### src/rtl/mux_out_deser.sv
// -----------------------------------------------------------------------------
// mux_out_deser
// Serial-to-parallel deserializer for the bit stream coming out of the
// upstream mux2. Bits are assembled LSB-first into WIDTH-bit words and handed
// downstream through a one-word output register with a valid/ready handshake.
// When the output register is still occupied, one completed word can be parked
// in the shift register (state FULL) while the input is stalled.
//
// Optional feature macro: DESER_PARITY_EN
//   When defined, parity_out carries the even parity (XOR of all bits) of the
//   word currently held in word_out, registered alongside it.
//
// Ports:
//   clk         in   1      rising-edge clock
//   rst         in   1      synchronous active-high reset
//   bit_in      in   1      serial data bit
//   bit_valid   in   1      bit_in holds a valid bit
//   bit_ready   out  1      block accepts bit_in this cycle
//   word_out    out  WIDTH  assembled word
//   word_valid  out  1      word_out holds a valid word
//   word_ready  in   1      downstream consumes word_out this cycle
//   parity_out  out  1      even parity of word_out (DESER_PARITY_EN only)
// -----------------------------------------------------------------------------
module mux_out_deser #(
  parameter int WIDTH = 8
) (
  input  logic             clk,
  input  logic             rst,
  input  logic             bit_in,
  input  logic             bit_valid,
  output logic             bit_ready,
  output logic [WIDTH-1:0] word_out,
  output logic             word_valid,
  input  logic             word_ready
`ifdef DESER_PARITY_EN
  ,
  output logic             parity_out
`endif
);

  localparam int CW = (WIDTH > 1) ? $clog2(WIDTH) : 1;
  localparam logic [CW-1:0] LAST_COUNT = CW'(WIDTH - 1);

  typedef enum logic {
    FILL = 1'b0,
    FULL = 1'b1
  } state_t;

  state_t           r_state;
  state_t           w_nextState;
  logic [WIDTH-1:0] r_shift;
  logic [WIDTH-1:0] r_word;
  logic [CW-1:0]    r_count;
  logic             r_wordValid;

  logic             w_bitReady;
  logic             w_bitAcc;
  logic             w_consume;
  logic             w_lastBit;
  logic [WIDTH-1:0] w_assembled;
  logic             w_loadFromBits;
  logic             w_loadFromShift;

  // New bits enter at the MSB and shift right, so after WIDTH accepted bits
  // the first one sits in bit 0.
  assign w_assembled = {bit_in, r_shift[WIDTH-1:1]};
  assign w_lastBit   = (r_count == LAST_COUNT);
  assign w_bitAcc    = bit_valid && w_bitReady;
  assign w_consume   = r_wordValid && word_ready;

  assign bit_ready   = w_bitReady;
  assign word_out    = r_word;
  assign word_valid  = r_wordValid;

  // Next-state and load decisions. A completed word goes straight to the
  // output register if it is empty or being drained on this very edge;
  // otherwise it stays parked in the shift register and input is stalled.
  always_comb begin
    w_nextState     = r_state;
    w_bitReady      = 1'b0;
    w_loadFromBits  = 1'b0;
    w_loadFromShift = 1'b0;
    case (r_state)
      FILL: begin
        w_bitReady = 1'b1;
        if (bit_valid && w_lastBit) begin
          if (!r_wordValid || word_ready) begin
            w_loadFromBits = 1'b1;
          end else begin
            w_nextState = FULL;
          end
        end
      end
      FULL: begin
        if (w_consume) begin
          w_loadFromShift = 1'b1;
          w_nextState     = FILL;
        end
      end
      default: begin
        w_nextState = FILL;
      end
    endcase
  end

  always_ff @(posedge clk) begin
    if (rst) begin
      r_state <= FILL;
    end else begin
      r_state <= w_nextState;
    end
  end

  // Shift register and bit counter only move on an accepted bit, so gaps in
  // bit_valid leave a partial word untouched.
  always_ff @(posedge clk) begin
    if (rst) begin
      r_shift <= '0;
      r_count <= '0;
    end else if (w_bitAcc) begin
      r_shift <= w_assembled;
      r_count <= w_lastBit ? '0 : r_count + 1'b1;
    end
  end

  // Output register: a load on the same edge as a consumption keeps
  // word_valid high with the new word.
  always_ff @(posedge clk) begin
    if (rst) begin
      r_word      <= '0;
      r_wordValid <= 1'b0;
    end else if (w_loadFromBits) begin
      r_word      <= w_assembled;
      r_wordValid <= 1'b1;
    end else if (w_loadFromShift) begin
      r_word      <= r_shift;
      r_wordValid <= 1'b1;
    end else if (w_consume) begin
      r_wordValid <= 1'b0;
    end
  end

`ifdef DESER_PARITY_EN
  logic r_parity;

  // Parity is computed from the word as it loads, so it changes only when
  // word_out changes.
  always_ff @(posedge clk) begin
    if (rst) begin
      r_parity <= 1'b0;
    end else if (w_loadFromBits) begin
      r_parity <= ^w_assembled;
    end else if (w_loadFromShift) begin
      r_parity <= ^r_shift;
    end
  end

  assign parity_out = r_parity;
`endif

endmodule

### config.mk
export PLATFORM = sky130hd
export DESIGN_NAME = mux_out_deser
export DESIGN_NICKNAME = d
export VERILOG_FILES = /design/src/rtl/mux_out_deser.sv
export SDC_FILE = /design/constraint.sdc
export NUM_CORES = 1
export LEC_CHECK = 0
export BUFFER_PORTS_ARGS = -buffer_cell sky130_fd_sc_hd__buf_2
export CAP_MARGIN = 20
export CORE_UTILIZATION = 40
export DETAILED_ROUTE_END_ITERATION = 10
export PLACE_DENSITY = 0.71
export RECOVER_POWER = 100
export SYNTH_ARGS = -nofsm -noshare
export SYNTH_HDL_FRONTEND = slang
export SYNTH_SLANG_ARGS = --single-unit
### constraint.sdc
create_clock -name clk -period 1.25 [get_ports clk]
set_clock_uncertainty 0.1 [all_clocks]
set_input_delay 0 -clock clk [delete_from_list [all_inputs] [get_ports clk]]
set_output_delay 0 -clock clk [all_outputs]
set_load 0.02 [all_outputs]
* After elaboration in Yosys (flattened, before gate mapping) *
Index checks and enable logic that the tools add are counted.

word-level totals
  register bits = 21
  output and inout bits = 10
  logic and storage cells = 31

operators by class
  $add $sub $neg = 1
  eq/ne operators = 1
  muxes and demuxes = 16
  bitwise gates (word level) = 1
  reductions and logical operators = 7

operators with widths
  operator                                      count
  2-to-1 mux 8 bit                              2
  2-to-1 mux 1 bit                              12
  adder 3 x 1 -> 3 bit (second input constant)  1
  == test 3 bit (second input constant)         1
  logical AND 1 bit                             3
  2-to-1 mux 3 bit                              1
  nonzero test 3 bit                            1
  case mux 1 bit (2 select lines)               1
  nonzero test 2 bit                            1
  zero test 1 bit                               1
  logical OR 1 bit                              1
  NOT 1 bit                                     1

* Longest topological paths before layout *
  depth in word-level cells = 6
  mapped depth = 6

* Least setup slack after synthesis *
No wires, ideal clock.

  path kind = register -> register
  from = reg r_count[0]
  to = reg r_count[0]
  setup time = 0.128 ns
  arrival = 1.145 ns
  data required time = 1.022 ns
  setup slack = -0.122 ns
  cell stages (with the launch flop) = 7
  path buffers = 1
  clock period less this slack = 1.372 ns
  cell sequence = dfxtp_1 ha_1 ha_1 clkbuf_1 nor2_1 mux2i_1 nor2_1

on the way
  cells in the longest elaborated chain, start to end = 2

RTL lines
  item                                                   RTL line  source
  start: declaration                                     53        logic [CW-1:0] r_count;
  start signal: assignment                               122       r_count <= w_lastBit ? '0 : r_count + 1'b1;
  adder 3 x 1 -> 3 bit or == test 3 bit (tied branches)  122, 67
  2-to-1 mux 3 bit *                                     122

Mark *: on every way between the ends. The rest lies on a longest branch, timed or not.
A chain may end at the register's enable or synchronous reset.

* Final worst setup path *
  from = reg r_count[0]
  to = reg r_state

on the way
  cells in the longest elaborated chain, start to end = 4

RTL lines
  item                             RTL line  source
  == test 3 bit                    67        assign w_lastBit = (r_count == LAST_COUNT);
  logical AND 1 bit                86        if (bit_valid && w_lastBit) begin
  2-to-1 mux 1 bit                 86
  case mux 1 bit (2 select lines)  83        case (r_state)
  end signal: assignment           110       r_state <= w_nextState;
  end: declaration                 49        state_t r_state;

Every way passes these cells.

==> impl_metrics.tcl <==
set metrics [dict create \
    pwr-share-clk_pct 29.5 \
    h-tree-depth 1 \
    grt_usage_pct 16.76 \
    critPathRequiredTime_ns 1.33 \
    clock_latency_ns 0.29 \
    clk_pin_slew_ns 0.12 \
    tightestPinTransition_ns 0.3620 \
    syn_inst 112 \
    io_pins 15 \
    dieWidth_um 49.79 \
    cts_tree "built" \
    worst_setup_path_end_kind "flop" \
    power.internal_mw 0.8462 \
    hp-class "reg2reg" \
    multi_input_area_um2 481.7 \
    slew_headroom_pct 75.87 \
    startpoint_type "flop" \
    reg2reg_slack_ns -0.10 \
    p_seq_share_pct 62.3 \
    num_vias 812 \
    fin_crit_sh_pct 108.4 \
    ir_drop_uv 428.4 \
    wl_per_cell_um 11.92 \
    violations "negative setup slack" \
    cp_max_fo 3 \
    syn-num-nets 119 \
    power_density_nw_per_um2 949.7 \
    first_pass_iters 4 \
    antenna_left 0 \
    crit_family "flip-flops" \
    dp_hpwl_um 1247 \
    cpMostUsedCell "ha_4" \
    grt_pass1_wl_um 3277 \
    cap_violations 0 \
    path_cells "ha_4 -> ha_4 -> buf_4 -> nand3_1 -> a221oi_1" \
    dp_slack_ns -0.1074 \
    switching_share_pct 23.34 \
    grt_max_degree 22 \
    diodes 0 \
    fin_hold_ws_ns 0.3722 \
    crit_type "reg2reg" \
    rsz0062_at_grt "yes" \
    outcome "finished with violations" \
    numCtsBuffers 3 \
    num-nets-final 140 \
    place.gp.congestion 0.8017 \
    setup_ws_ns -0.1050 \
    routed_wl_um 1896 \
    fin_crit_ns 1.355 \
    slowest_delay_ns 0.38 \
    cts_max_path_buffers 2 \
    cts_sinks 21 \
    synth.avg_cell_area_um2 8.155 \
    max_freq_ghz 0.7380 \
    die-area_um2 2479 \
    drive_gt1_share_pct 21.97 \
    antenna_found_initial 0 \
    drt_iter0_drc 27 \
    synth_seq_cells 21 \
    synth.distinct_cells 22 \
    row_count 16 \
    core_area_um2 2062 \
    power_frac_comb_pct 8.2 \
    drv_slew 0 \
    ff_latch_area_um2 427.9 \
    slowest_stage "dfxtp_2" \
    synth-seq-area-share_pct 46.03 \
    setup_violations 10 \
    drc_errors 0 \
    netlist_area_um2 913.4 \
    finalHoldViolCount 0 \
    root_buffer "clkbuf_4" \
    yosysWarnings 0 \
    p_sw_mw 0.2577 \
    fp.dieH_um 49.79 \
    nFillCells 190 \
    port_buffers 14 \
    grt.overflow.total 0 \
    area_delta_synth_final_pct 27.26 \
    post_drt_via_cell_ratio 5.107 \
    power.leakage_nw 0.3874 \
    path_buf_inv 1 \
    cp.arrival_ns 1.44 \
    grt_pass1_vias 767 \
    initial_core_util_pct 44.30 \
]
-- sequential cells by signal, indices dropped and copies added, names as in the netlist --
signal      count
r_shift         8
word_out        8
r_count         3
r_state         1
word_valid      1
-- layout by cell type, fill, tap and decap left out --
master | Yosys | layout
buf_4 | 2 | 6
clkbuf_4 | 0 | 3
nand4_1 | 8 | 8
dfxtp_4 | 0 | 1
nand2b_1 | 2 | 1
o21ai_0 | 1 | 1
nand2_1 | 29 | 29
buf_2 | 4 | 6
nor2_2 | 0 | 1
a21oi_4 | 0 | 1
dfxtp_2 | 0 | 3
dlygate4sd3_1 | 0 | 4
o31ai_1 | 8 | 8
ha_4 | 0 | 2
nand2b_4 | 0 | 1
mux2i_1 | 1 | 1
buf_12 | 0 | 2
inv_1 | 2 | 2
dfxtp_1 | 21 | 17
nand3_1 | 1 | 1
a31oi_1 | 8 | 8
nor2_1 | 2 | 1
nor2b_2 | 1 | 3
a221oi_1 | 1 | 1
clkbuf_1 | 3 | 9
a21oi_1 | 11 | 11
and3_1 | 1 | 1
-- cells by family after synthesis --
kind of cell             after synthesis  synth area share [%]
adder cells (fa/ha/maj)                2                 2.739
AO/OA/AOI/OAI                         30                 20.55
multiplexers                           1                 1.096
flip-flops                            21                 46.03
AND/OR/NAND/NOR                       46                 23.15
buffers and inverters                 12                 6.438
-- layout make-up --
| class | count | area share, % |
|---|---|---|
| Tap cell | 27 | 2.906 |
| Timing Repair Buffer | 26 | 15.93 |
| Sequential cell | 21 | 36.81 |
| Clock buffer | 4 | 2.261 |
| Inverter | 2 | 0.6459 |
| Multi-Input combinational cell | 79 | 41.44 |
-- power by group through the flow --
stage | combinational (mW) | clock (mW) | sequential, mW
finish | 0.0907 | 0.326 | 0.687
global route | 0.101 | 0.360 | 0.688
CTS | 0.0862 | 0.336 | 0.689
detailed placement | 0.0703 | 0 | 0.701
global placement | 0.0702 | 0 | 0.701
floorplan | 0.0425 | 0 | 0.700
-- per-stage QoR --
stage | util, % | TNS [ns] | cell area, µm² | instances | total power, mW
6_report | 56.37 | -0.7590 | 1162 | 159 | 1.104
5_1_grt | 56.37 | -1.316 | 1162 | 159 | 1.149
4_1_cts | 56.19 | -0.4722 | 1159 | 159 | 1.111
3_5_place_dp | 51.40 | -0.7420 | 1060 | 149 | 0.7715
3_3_place_gp | 51.40 | -0.4688 | 1060 | 149 | 0.7710
2_1_floorplan | - | 0 | 947.2 | 112 | 0.7420
-- what timing repair did --
action	in CTS	in global routing
resized for setup	5	4
pin swaps	5	2
setup endpoints to repair	10	20
endpoints found under the hold margin	12	0
hold buffers	4	0
buffers inserted	2	0
-- cells in the mapped netlist --
library cell | count | area [µm²]
o31ai_1 | 8 | 60.06
o21ai_0 | 1 | 5.000
dfxtp_1 | 21 | 420.4
a21oi_1 | 11 | 55.05
a31oi_1 | 8 | 50.05
clkbuf_1 | 3 | 11.26
buf_4 | 2 | 15.01
ha_1 | 2 | 25.02
nand2_1 | 29 | 108.9
nand2b_1 | 2 | 12.51
nand3_1 | 1 | 5.000
a21oi_2 | 1 | 8.760
nor2b_1 | 2 | 12.51
buf_2 | 4 | 20.02
nand4_1 | 8 | 50.05
nor2b_2 | 1 | 8.760
clkbuf_2 | 1 | 5.000
a221oi_1 | 1 | 8.760
nor2_1 | 2 | 7.510
mux2i_1 | 1 | 10.01
and3_1 | 1 | 6.260
inv_1 | 2 | 7.510
-- metal layers --
layer  vias to the layer above  global-route usage [%]  part of all wire [%]
li1                        436                       -                     -
met2                        15                   28.38                    48
met1                       361                   21.85                    48
met3                         0                   2.778                   3.3
met4                         0                   4.286                     0
met5                         -                       0                     0
-- worst paths after layout --
| path | startpoint | end | cells past startpoint |
|---|---|---|---|
| worst max-delay path | r_count[0]$_SDFFE_PP0P_ | r_state$_SDFF_PP0_ | 5 |
| worst min-delay path | r_shift[0]$_SDFFE_PP0P_ | r_shift[0]$_SDFFE_PP0P_ | 2 |
| worst max register to register | r_count[0]$_SDFFE_PP0P_ | r_state$_SDFF_PP0_ | 5 |
| worst min register to register | r_shift[0]$_SDFFE_PP0P_ | r_shift[0]$_SDFFE_PP0P_ | 2 |
-- worst reg2reg max path: stages, from the launching register on --
cell	delay [ns]
dfxtp_2	0.38
ha_4	0.14
ha_4	0.14
buf_4	0.12
nand3_1	0.07
a221oi_1	0.30
Note: power is estimated with default switching activity, not from simulation.
